**src/rtl/calc_entry_fsm_if.sv**
```systemverilog
// Handshake bundle between the button/switch front end and calc_entry_fsm.
// The master drives the pulses and operand. The slave returns the result and status.
interface calc_entry_fsm_if #(
  parameter int unsigned WIDTH = 8
);
  logic [WIDTH-1:0]   operand;
  logic               enter_p;
  logic               op_p;
  logic               clear_p;
  logic [2*WIDTH-1:0] result;
  logic               neg;
  logic [1:0]         op_sel;
  logic [1:0]         state;
  logic               busy;
  logic               done;

  modport master (
    output operand, enter_p, op_p, clear_p,
    input  result, neg, op_sel, state, busy, done
  );

  modport slave (
    input  operand, enter_p, op_p, clear_p,
    output result, neg, op_sel, state, busy, done
  );
endinterface

```
**src/rtl/calc_entry_fsm.sv**
```systemverilog
// Calculator operand-entry sequencer: collects A, B and an operator, then computes ADD/SUB/AND in one cycle or MUL by shift-add.
// Define CALC_CHAIN_EN so that enter in SHOW reloads A from the result, which chains operations.
module calc_entry_fsm #(
  parameter int unsigned WIDTH = 8
) (
  input  logic             clk,
  input  logic             rst,
  calc_entry_fsm_if.slave  bus
);
  localparam int unsigned RW = 2 * WIDTH;
  localparam int unsigned CW = (WIDTH > 1) ? $clog2(WIDTH) : 1;

  typedef enum logic [1:0] {
    GET_A = 2'd0,
    GET_B = 2'd1,
    BUSY  = 2'd2,
    SHOW  = 2'd3
  } state_t;

  localparam logic [1:0] OP_ADD = 2'd0;
  localparam logic [1:0] OP_SUB = 2'd1;
  localparam logic [1:0] OP_MUL = 2'd2;
  localparam logic [1:0] OP_AND = 2'd3;

  state_t            r_state;
  logic [WIDTH-1:0]  r_a;
  logic [WIDTH-1:0]  r_b;
  logic [RW-1:0]     r_acc;
  logic [RW-1:0]     r_result;
  logic              r_neg;
  logic [1:0]        r_op_sel;
  logic [CW-1:0]     r_cnt;
  logic              r_busy;
  logic              r_done;

  logic [RW-1:0]     w_partial;
  logic [RW-1:0]     w_acc_next;
  logic [RW-1:0]     w_alu_res;
  logic              w_alu_neg;

  // One shift-add step: add A shifted by the current multiplier bit position
  always_comb begin
    w_partial  = '0;
    if (r_b[r_cnt]) begin
      w_partial = RW'(r_a) << r_cnt;
    end
    w_acc_next = r_acc + w_partial;
  end

  // Single-cycle ops use the operand directly, because B is loaded on this same edge
  always_comb begin
    w_alu_res = '0;
    w_alu_neg = 1'b0;
    case (r_op_sel)
      OP_ADD: w_alu_res = RW'(r_a) + RW'(bus.operand);
      OP_SUB: begin
        if (r_a >= bus.operand) begin
          w_alu_res = RW'(r_a - bus.operand);
        end else begin
          w_alu_res = RW'(bus.operand - r_a);
          w_alu_neg = 1'b1;
        end
      end
      OP_AND: w_alu_res = RW'(r_a & bus.operand);
      default: w_alu_res = '0;
    endcase
  end

  always_ff @(posedge clk or posedge rst) begin
    if (rst) begin
      r_state  <= GET_A;
      r_a      <= '0;
      r_b      <= '0;
      r_acc    <= '0;
      r_result <= '0;
      r_neg    <= 1'b0;
      r_op_sel <= 2'd0;
      r_cnt    <= '0;
      r_busy   <= 1'b0;
      r_done   <= 1'b0;
    end else begin
      r_done <= 1'b0;
      if (bus.clear_p) begin
        r_state  <= GET_A;
        r_a      <= '0;
        r_b      <= '0;
        r_acc    <= '0;
        r_result <= '0;
        r_neg    <= 1'b0;
        r_op_sel <= 2'd0;
        r_cnt    <= '0;
        r_busy   <= 1'b0;
      end else begin
        case (r_state)
          GET_A: begin
            if (bus.enter_p) begin
              r_a     <= bus.operand;
              r_state <= GET_B;
            end else if (bus.op_p) begin
              r_op_sel <= r_op_sel + 2'd1;
            end
          end
          GET_B: begin
            if (bus.enter_p) begin
              r_b <= bus.operand;
              if (r_op_sel == OP_MUL) begin
                r_acc   <= '0;
                r_cnt   <= '0;
                r_busy  <= 1'b1;
                r_state <= BUSY;
              end else begin
                r_result <= w_alu_res;
                r_neg    <= w_alu_neg;
                r_done   <= 1'b1;
                r_state  <= SHOW;
              end
            end else if (bus.op_p) begin
              r_op_sel <= r_op_sel + 2'd1;
            end
          end
          BUSY: begin
            r_acc <= w_acc_next;
            if (r_cnt == CW'(WIDTH - 1)) begin
              r_result <= w_acc_next;
              r_neg    <= 1'b0;
              r_busy   <= 1'b0;
              r_done   <= 1'b1;
              r_state  <= SHOW;
            end else begin
              r_cnt <= r_cnt + CW'(1);
            end
          end
          SHOW: begin
            if (bus.enter_p) begin
`ifdef CALC_CHAIN_EN
              // Chaining only when the result still fits in one operand
              if (r_result[RW-1:WIDTH] == '0) begin
                r_a     <= r_result[WIDTH-1:0];
                r_state <= GET_B;
              end else begin
                r_state <= GET_A;
              end
`else
              r_state <= GET_A;
`endif
            end
          end
          default: r_state <= GET_A;
        endcase
      end
    end
  end

  assign bus.result = r_result;
  assign bus.neg    = r_neg;
  assign bus.op_sel = r_op_sel;
  assign bus.state  = r_state;
  assign bus.busy   = r_busy;
  assign bus.done   = r_done;
endmodule

```
**src/flat_wrapper.sv**
```systemverilog
// flat-port wrapper written by rule: the top's interface ports become plain ports
module calc_entry_fsm_flat 
#(
  parameter int unsigned WIDTH = 8
)
  (clk, rst, bus_operand, bus_enter_p, bus_op_p, bus_clear_p, bus_result, bus_neg, bus_op_sel, bus_state, bus_busy, bus_done);
  calc_entry_fsm_if #(.WIDTH(WIDTH)) bus_i ();
  input  logic clk;
  input  logic rst;
  input wire logic [$bits(bus_i.operand)-1:0] bus_operand;
  input wire logic [$bits(bus_i.enter_p)-1:0] bus_enter_p;
  input wire logic [$bits(bus_i.op_p)-1:0] bus_op_p;
  input wire logic [$bits(bus_i.clear_p)-1:0] bus_clear_p;
  output wire logic [$bits(bus_i.result)-1:0] bus_result;
  output wire logic [$bits(bus_i.neg)-1:0] bus_neg;
  output wire logic [$bits(bus_i.op_sel)-1:0] bus_op_sel;
  output wire logic [$bits(bus_i.state)-1:0] bus_state;
  output wire logic [$bits(bus_i.busy)-1:0] bus_busy;
  output wire logic [$bits(bus_i.done)-1:0] bus_done;
  assign bus_i.operand = bus_operand;
  assign bus_i.enter_p = bus_enter_p;
  assign bus_i.op_p = bus_op_p;
  assign bus_i.clear_p = bus_clear_p;
  assign bus_result = bus_i.result;
  assign bus_neg = bus_i.neg;
  assign bus_op_sel = bus_i.op_sel;
  assign bus_state = bus_i.state;
  assign bus_busy = bus_i.busy;
  assign bus_done = bus_i.done;
  calc_entry_fsm #(.WIDTH(WIDTH)) u_core (.clk(clk), .rst(rst), .bus(bus_i));
endmodule
```
**config.mk**
```make
export PLATFORM = sky130hd
export DESIGN_NAME = calc_entry_fsm_flat
export DESIGN_NICKNAME = d
export VERILOG_FILES = /design/src/rtl/calc_entry_fsm_if.sv /design/src/rtl/calc_entry_fsm.sv /design/src/flat_wrapper.sv
export SDC_FILE = /design/constraint.sdc
export NUM_CORES = 1
export LEC_CHECK = 0
export ABC_AREA = 1
export CORE_ASPECT_RATIO = 1.25
export CORE_MARGIN = 4
export CORE_UTILIZATION = 62
export CTS_CLUSTER_SIZE = 40
export DETAILED_ROUTE_END_ITERATION = 10
export HOLD_SLACK_MARGIN = 0.08
export PLACE_DENSITY = 0.86
export SYNTH_ARGS = -nofsm -noshare
export SYNTH_HDL_FRONTEND = slang
export SYNTH_SLANG_ARGS = --single-unit
```
**constraint.sdc**
```tcl
create_clock -name clk -period 7.2 [get_ports clk]
set_input_delay 1.8 -clock clk [delete_from_list [all_inputs] [get_ports clk]]
set_output_delay 1.8 -clock clk [all_outputs]
set_load 0.05 [all_outputs]
```
### Word level (Yosys, flattened, before mapping)

Cells that the tools add are included.

| storage, ports and cells | value |
|---|---|
| word-level logic and storage cells | 103 |
| output and inout bits | 23 |
| input bits | 13 |
| bits in latches | 0 |
| ROM bits | 0 |
| memory bits (writable) | 0 |
| register bits | 58 |
| memories kept | 0 |

| operators by class | value |
|---|---|
| bitwise logic cells | 1 |
| muxes and demuxes | 51 |
| divide/modulo/power cells | 0 |
| $mul | 0 |
| reductions and logical operators | 17 |
| $add $sub $neg | 6 |
| equal/unequal tests | 15 |
| shift operators | 1 |
| order comparisons | 2 |

Operator list:

| kind | number |
|---|---|
| 2-to-1 mux 16 bit | 9 |
| case mux 16 bit (2 select lines) | 2 |
| case mux 16 bit (3 select lines) | 1 |
| 2-to-1 mux 8 bit | 5 |
| 2-to-1 mux 2 bit | 9 |
| subtractor 8 x 8 -> 9 bit | 2 |
| adder 16 bit | 1 |
| AND reduction 4 bit | 4 |
| << shifter 8 x 3 -> 16 bit | 1 |
| 2-to-1 mux 1 bit | 15 |
| != test 3 bit, second input constant | 5 |
| 2-to-1 mux 3 bit | 4 |
| nonzero test 2 bit | 5 |
| adder 8 x 8 -> 9 bit | 1 |
| bitwise AND 8 bit | 1 |
| equality test 2 bit, second input constant | 4 |
| greater-or-equal comparator 8 bit | 1 |
| case mux 2 bit (4 select lines) | 1 |
| != test 3 x 2 -> 1 bit, second input constant | 2 |
| case mux 1 bit (2 select lines) | 3 |
| case mux 3 bit (2 select lines) | 1 |
| AND reduction 3 bit | 2 |
| equality test 2 x 1 -> 1 bit, second input constant | 2 |
| logical NOT 2 bit | 2 |
| other kinds (9) | 10 |

### Logic depth before layout (Yosys ltp)

| logic depth | value |
|---|---|
| word-level depth | 7 |
| depth in mapped cells | 20 |
| gate-level depth less buffers | 20 |

### Least setup slack after synthesis

No wires, ideal clock.

| timing | value |
|---|---|
| kind | in2reg |
| from | in bus_operand[0] |
| to | reg u_core.r_result[12] (netlist: u_core.bus.result[12]) |
| setup slack | 3.925 ns |
| buffers on the path | 0 |
| library setup time | 0.066 ns |
| required time | 7.134 ns |
| stages on the path | 13 |
| data arrival time | 3.209 ns |
| cells stage by stage | inv_1 -> ha_1 -> inv_1 -> fa_1 -> nand3_1 -> nand2_1 -> nand2_1 -> o211ai_1 -> nand2_2 -> nand3_4 -> o21ai_4 -> o211ai_1 -> nand2_1 |

| between the ends | value |
|---|---|
| longest elaborated chain between the ends | 7 |
| elaborated cells on any way between the ends | 9 |
| classes of those cells | add/sub (2); order compare (1); mux (6) |

Ends and longest elaborated chain:

| element | line | text |
|---|---|---|
| start, declared | flat_wrapper.sv:10 | `input wire logic [$bits(bus_i.operand)-1:0] bus_operand;` |
| subtractor 8 x 8 -> 9 bit (tied with other cells) | calc_entry_fsm.sv:60 | `w_alu_res = RW'(bus.operand - r_a);` |
| 2-to-1 mux 16 bit * | calc_entry_fsm.sv:57 | `if (r_a >= bus.operand) begin` |
| case mux 16 bit (3 select lines) * | calc_entry_fsm.sv:54 | `case (r_op_sel)` |
| 2-to-1 mux 16 bit * | calc_entry_fsm.sv:106 | `if (r_op_sel == OP_MUL) begin` |
| 2-to-1 mux 16 bit * | calc_entry_fsm.sv:104 | `if (bus.enter_p) begin` |
| case mux 16 bit (2 select lines) * | calc_entry_fsm.sv:94 | `case (r_state)` |
| 2-to-1 mux 16 bit * | calc_entry_fsm.sv:83 | `if (bus.clear_p) begin` |
| end signal, assigned | calc_entry_fsm.sv:112 | `r_result <= w_alu_res;` |
| end signal, assigned | calc_entry_fsm.sv:124 | `r_result <= w_acc_next;` |
| end, declared | calc_entry_fsm.sv:29 | `logic [RW-1:0] r_result;` |

Every way passes the cells marked *; elsewhere a longest branch is shown, timed or not. The select of a mux whose other input is x is not followed.
A chain may end at the register's enable or synchronous reset.

### Final worst setup path

| timing | value |
|---|---|
| from | in bus_operand[1] |
| to | reg u_core.r_result[1] (netlist: u_core.bus.result[1]) |

| between the ends | value |
|---|---|
| longest elaborated chain between the ends | 7 |
| elaborated cells on any way between the ends | 11 |
| classes of those cells | add/sub (3); order compare (1); mux (6); bitwise (1) |

Ends and longest elaborated chain:

| element | line |
|---|---|
| subtractor 8 x 8 -> 9 bit (tied with other cells) | calc_entry_fsm.sv:60 |
| 2-to-1 mux 16 bit | calc_entry_fsm.sv:57 |
| case mux 16 bit (3 select lines) * | calc_entry_fsm.sv:54 |
| 2-to-1 mux 16 bit * | calc_entry_fsm.sv:106 |
| 2-to-1 mux 16 bit * | calc_entry_fsm.sv:104 |
| case mux 16 bit (2 select lines) * | calc_entry_fsm.sv:94 |
| 2-to-1 mux 16 bit * | calc_entry_fsm.sv:83 |

Marked as above.

==> results.cfg <==
[setup_path]
reg2reg_from = u_core.r_cnt[1]$_DFFE_PP0P_
worst_ep_required_time_ps = 7480
cp.arrival_ps = 4340
crit_type = input pin to flop
r2r-end = u_core.bus.result[10]$_DFFE_PP0P_
setup.worst_path.end_class = flop
crit_path_start_kind = input pin
rrSetupSlack_ps = 3200
critPathMaxFanout = 10
reg2reg_depth = 18

[synth]
synth_area_um2 = 5150
ys_async_sr_fraction_pct = 100
seq_area_frac_synth_pct = 28.2
ys_seq_elements = 58
synth_edf_count = 0
synth_area_leader_cell = dfrtp_1
synthCells = 764
syn_nets = 831
synth_warnings = 0
synth_top_area_share_pct = 28.2
ys.flop_type = dfrtp_1
synthTopCellsByArea = dfrtp_1 (28%), nand2_1 (17%), ha_1 (12%)
ys_types = 44
postSynthAreaPerCell_um2 = 6.74

[outcome]
status = completed

[sta]
fmax_mhz = 247
fin_skew_ps = 13.5
drv_slew = 0
finalHoldViolations = 0
setup_viol = 0
timing.setup.tns_ps = 0
rsz0062_at_grt = no
worst_pin_slew_ps = 1100
min_period_ps = 4060
relSlewSlack_pct = 26.7
fin_crit_sh_pct = 56.3
whs_ps = 485

[floorplan]
die_area_um2 = 9830
die_x_um = 89.5
start_util_pct = 64.9
die_h_um = 110
rows = 36
core_area_um2 = 7930
ios = 36

[cells_and_area]
diodes = 0
post-route-util_pct = 71.9
area_delta_synth_final_pct = 10.7
drive_gt1_share_pct = 5.79
fillers = 657
finalNetCount = 857

[detailed_routing]
drt_wl_total_mm = 16.4
wire_per_inst_um = 18.4
ant_nets = 0
drt_iter0_drc = 509
drc_errors = 0
vias = 5412
dr.pass1.iters = 8
vias_per_cell = 6.08

[global_routing]
antenna_found_initial = 0
grt-ovfl-total = 0
grt_pass1_vias = 5102
grt_max_degree = 59
gr-usage-all-layers_pct = 34.9
grt_pass1_wl_mm = 25.8

[clock_tree]
cts-resized-gates = 0
cts_setup_buffers = 0
cts.path.max_buffers = 2
clk_latency_ps = 350
postCtsHoldBufs = 0
root_buffer = clkbuf_8
clk_pin_slew_ps = 80
htreeDepth = 3
cts_buffers = 9
cts_sinks = 58
cts_tree = yes

[worst_hold_path]
hold_start = u_core.bus.result[14]$_DFFE_PP0P_
whs_path_depth = 2
hold_class = flop to flop
hold_end = u_core.bus.result[14]$_DFFE_PP0P_

[pwr]
vdd_drop_max_mv = 0.365
power_leakage_nw = 2.99
pwr_density_cell_nw_per_um2 = 301

[placement]
gp_congestion = 1.08
io_buffers = 35
dp_hpwl_mm = 12.6

[flow_run]
cap_violations = 0
metrics by stage:
stage | worst slack (ps) | area [um^2] | power, mW | std cells
final | 3140 | 5700 | 1.72 | 890
after global routing | 2870 | 5700 | 1.82 | 890
after CTS | 3200 | 5700 | 1.70 | 890
after detailed placement | 2850 | 5500 | 1.38 | 874
after global placement | 2890 | 5500 | 1.35 | 874
after floorplan | 3930 | 5150 | 1.10 | 764
layout make-up:
cell class	instances	area, um^2	share of cell area [%]
sequential	58	1450	25.5
multi-input combinational	596	3230	56.8
clock inverter	7	77.6	1.36
inverter	89	334	5.86
timing repair buffer	36	358	6.28
tap	95	119	2.09
clock buffer	9	124	2.17
worst max-delay path by stage:
stage | startpoint | to | cells past startpoint
finish | bus_operand[1] | u_core.bus.result[1]$_DFFE_PP0P_ | 16
global route | u_core.r_cnt[1]$_DFFE_PP0P_ | u_core.bus.result[10]$_DFFE_PP0P_ | 18
CTS | bus_operand[1] | u_core.bus.result[1]$_DFFE_PP0P_ | 16
detailed placement | bus_operand[1] | u_core.bus.result[1]$_DFFE_PP0P_ | 16
global placement | bus_operand[1] | u_core.bus.result[1]$_DFFE_PP0P_ | 16
floorplan | bus_operand[0] | u_core.bus.result[12]$_DFFE_PP0P_ | 13
report_power, final:
part / switching, mW / total [mW] / internal, mW / leakage (nW)
sequential: 0.0711 / 0.459 / 0.388 / 0.780
clock: 0.159 / 0.322 / 0.162 / 0.0885
combinational: 0.661 / 0.937 / 0.275 / 2.12
total: 0.892 / 1.72 / 0.826 / 2.99
kinds of logic (layout without fill, tap and decap cells):
group / Yosys count / after routing / share of synthesized area, %
AND/OR/NAND/NOR: 383 / 383 / 31.7
multiplexers: 1 / 1 / 0.195
XOR/XNOR: 6 / 6 / 1.02
AO/OA/AOI/OAI: 152 / 152 / 16.2
adder cells (fa/ha/maj): 54 / 54 / 13.7
buffers and inverters: 110 / 141 / 8.97
flip-flops: 58 / 58 / 28.2
Yosys cell counts (all sizes together) (2+ instances only):
cell type	number
ha	50
nand4	6
nand2	246
clkbuf	8
buf	13
o21a	2
a31oi	4
o21ai	84
nor3	10
a21o	2
o211ai	3
o22ai	5
dfrtp	58
xor2	5
a22o	2
fa	4
or2	4
inv	88
nor2	59
o31ai	3
a21oi	44
nand3	57
layout by cell type, fill, tap and decap left out, drive strengths merged, types with 5 or more instances in the layout:
| cell type | Yosys | layout |
|---|---|---|
| nand4 | 6 | 6 |
| nand2 | 246 | 246 |
| clkdlybuf4s50 | 0 | 35 |
| ha | 50 | 50 |
| o22ai | 5 | 5 |
| inv | 88 | 90 |
| nand3 | 57 | 57 |
| nor3 | 10 | 10 |
| a21oi | 44 | 44 |
| dfrtp | 58 | 58 |
| xor2 | 5 | 5 |
| clkbuf | 8 | 9 |
| nor2 | 59 | 59 |
| o21ai | 84 | 84 |
critical path, stage by stage:
cell and delay [ps]:
clkdlybuf4s50_1 630, inv_1 180, ha_1 380, nand2_1 120, inv_1 60, nand3_1 110
nand3_1 120, nand2_2 100, nand2_4 100, nand2_1 90, nand2_1 40, o21ai_0 190
nand2_1 180, nand2_1 120, nand2_1 60, nand2_1 60
per-layer routing:
layer  up-vias  track usage, %  share of wire (%)
met1      2470            40.7                 36
met5         -               0                  0
met2       324            59.3                 50
met4         0            20.4                6.4
met3        81            5.47                7.9
li1       2537               -                  -
flip-flops by register name, summed over array words and instances (netlist names):
name and count:
u_core.r_cnt 3, u_core.r_acc 16, u_core.bus.state 2, u_core.bus.result 16, u_core.bus.op_sel 2, u_core.bus.neg 1
u_core.r_b 8, u_core.r_a 8, u_core.bus.done 1, u_core.bus.busy 1
No activity file was read; power rests on OpenSTA's default activity.
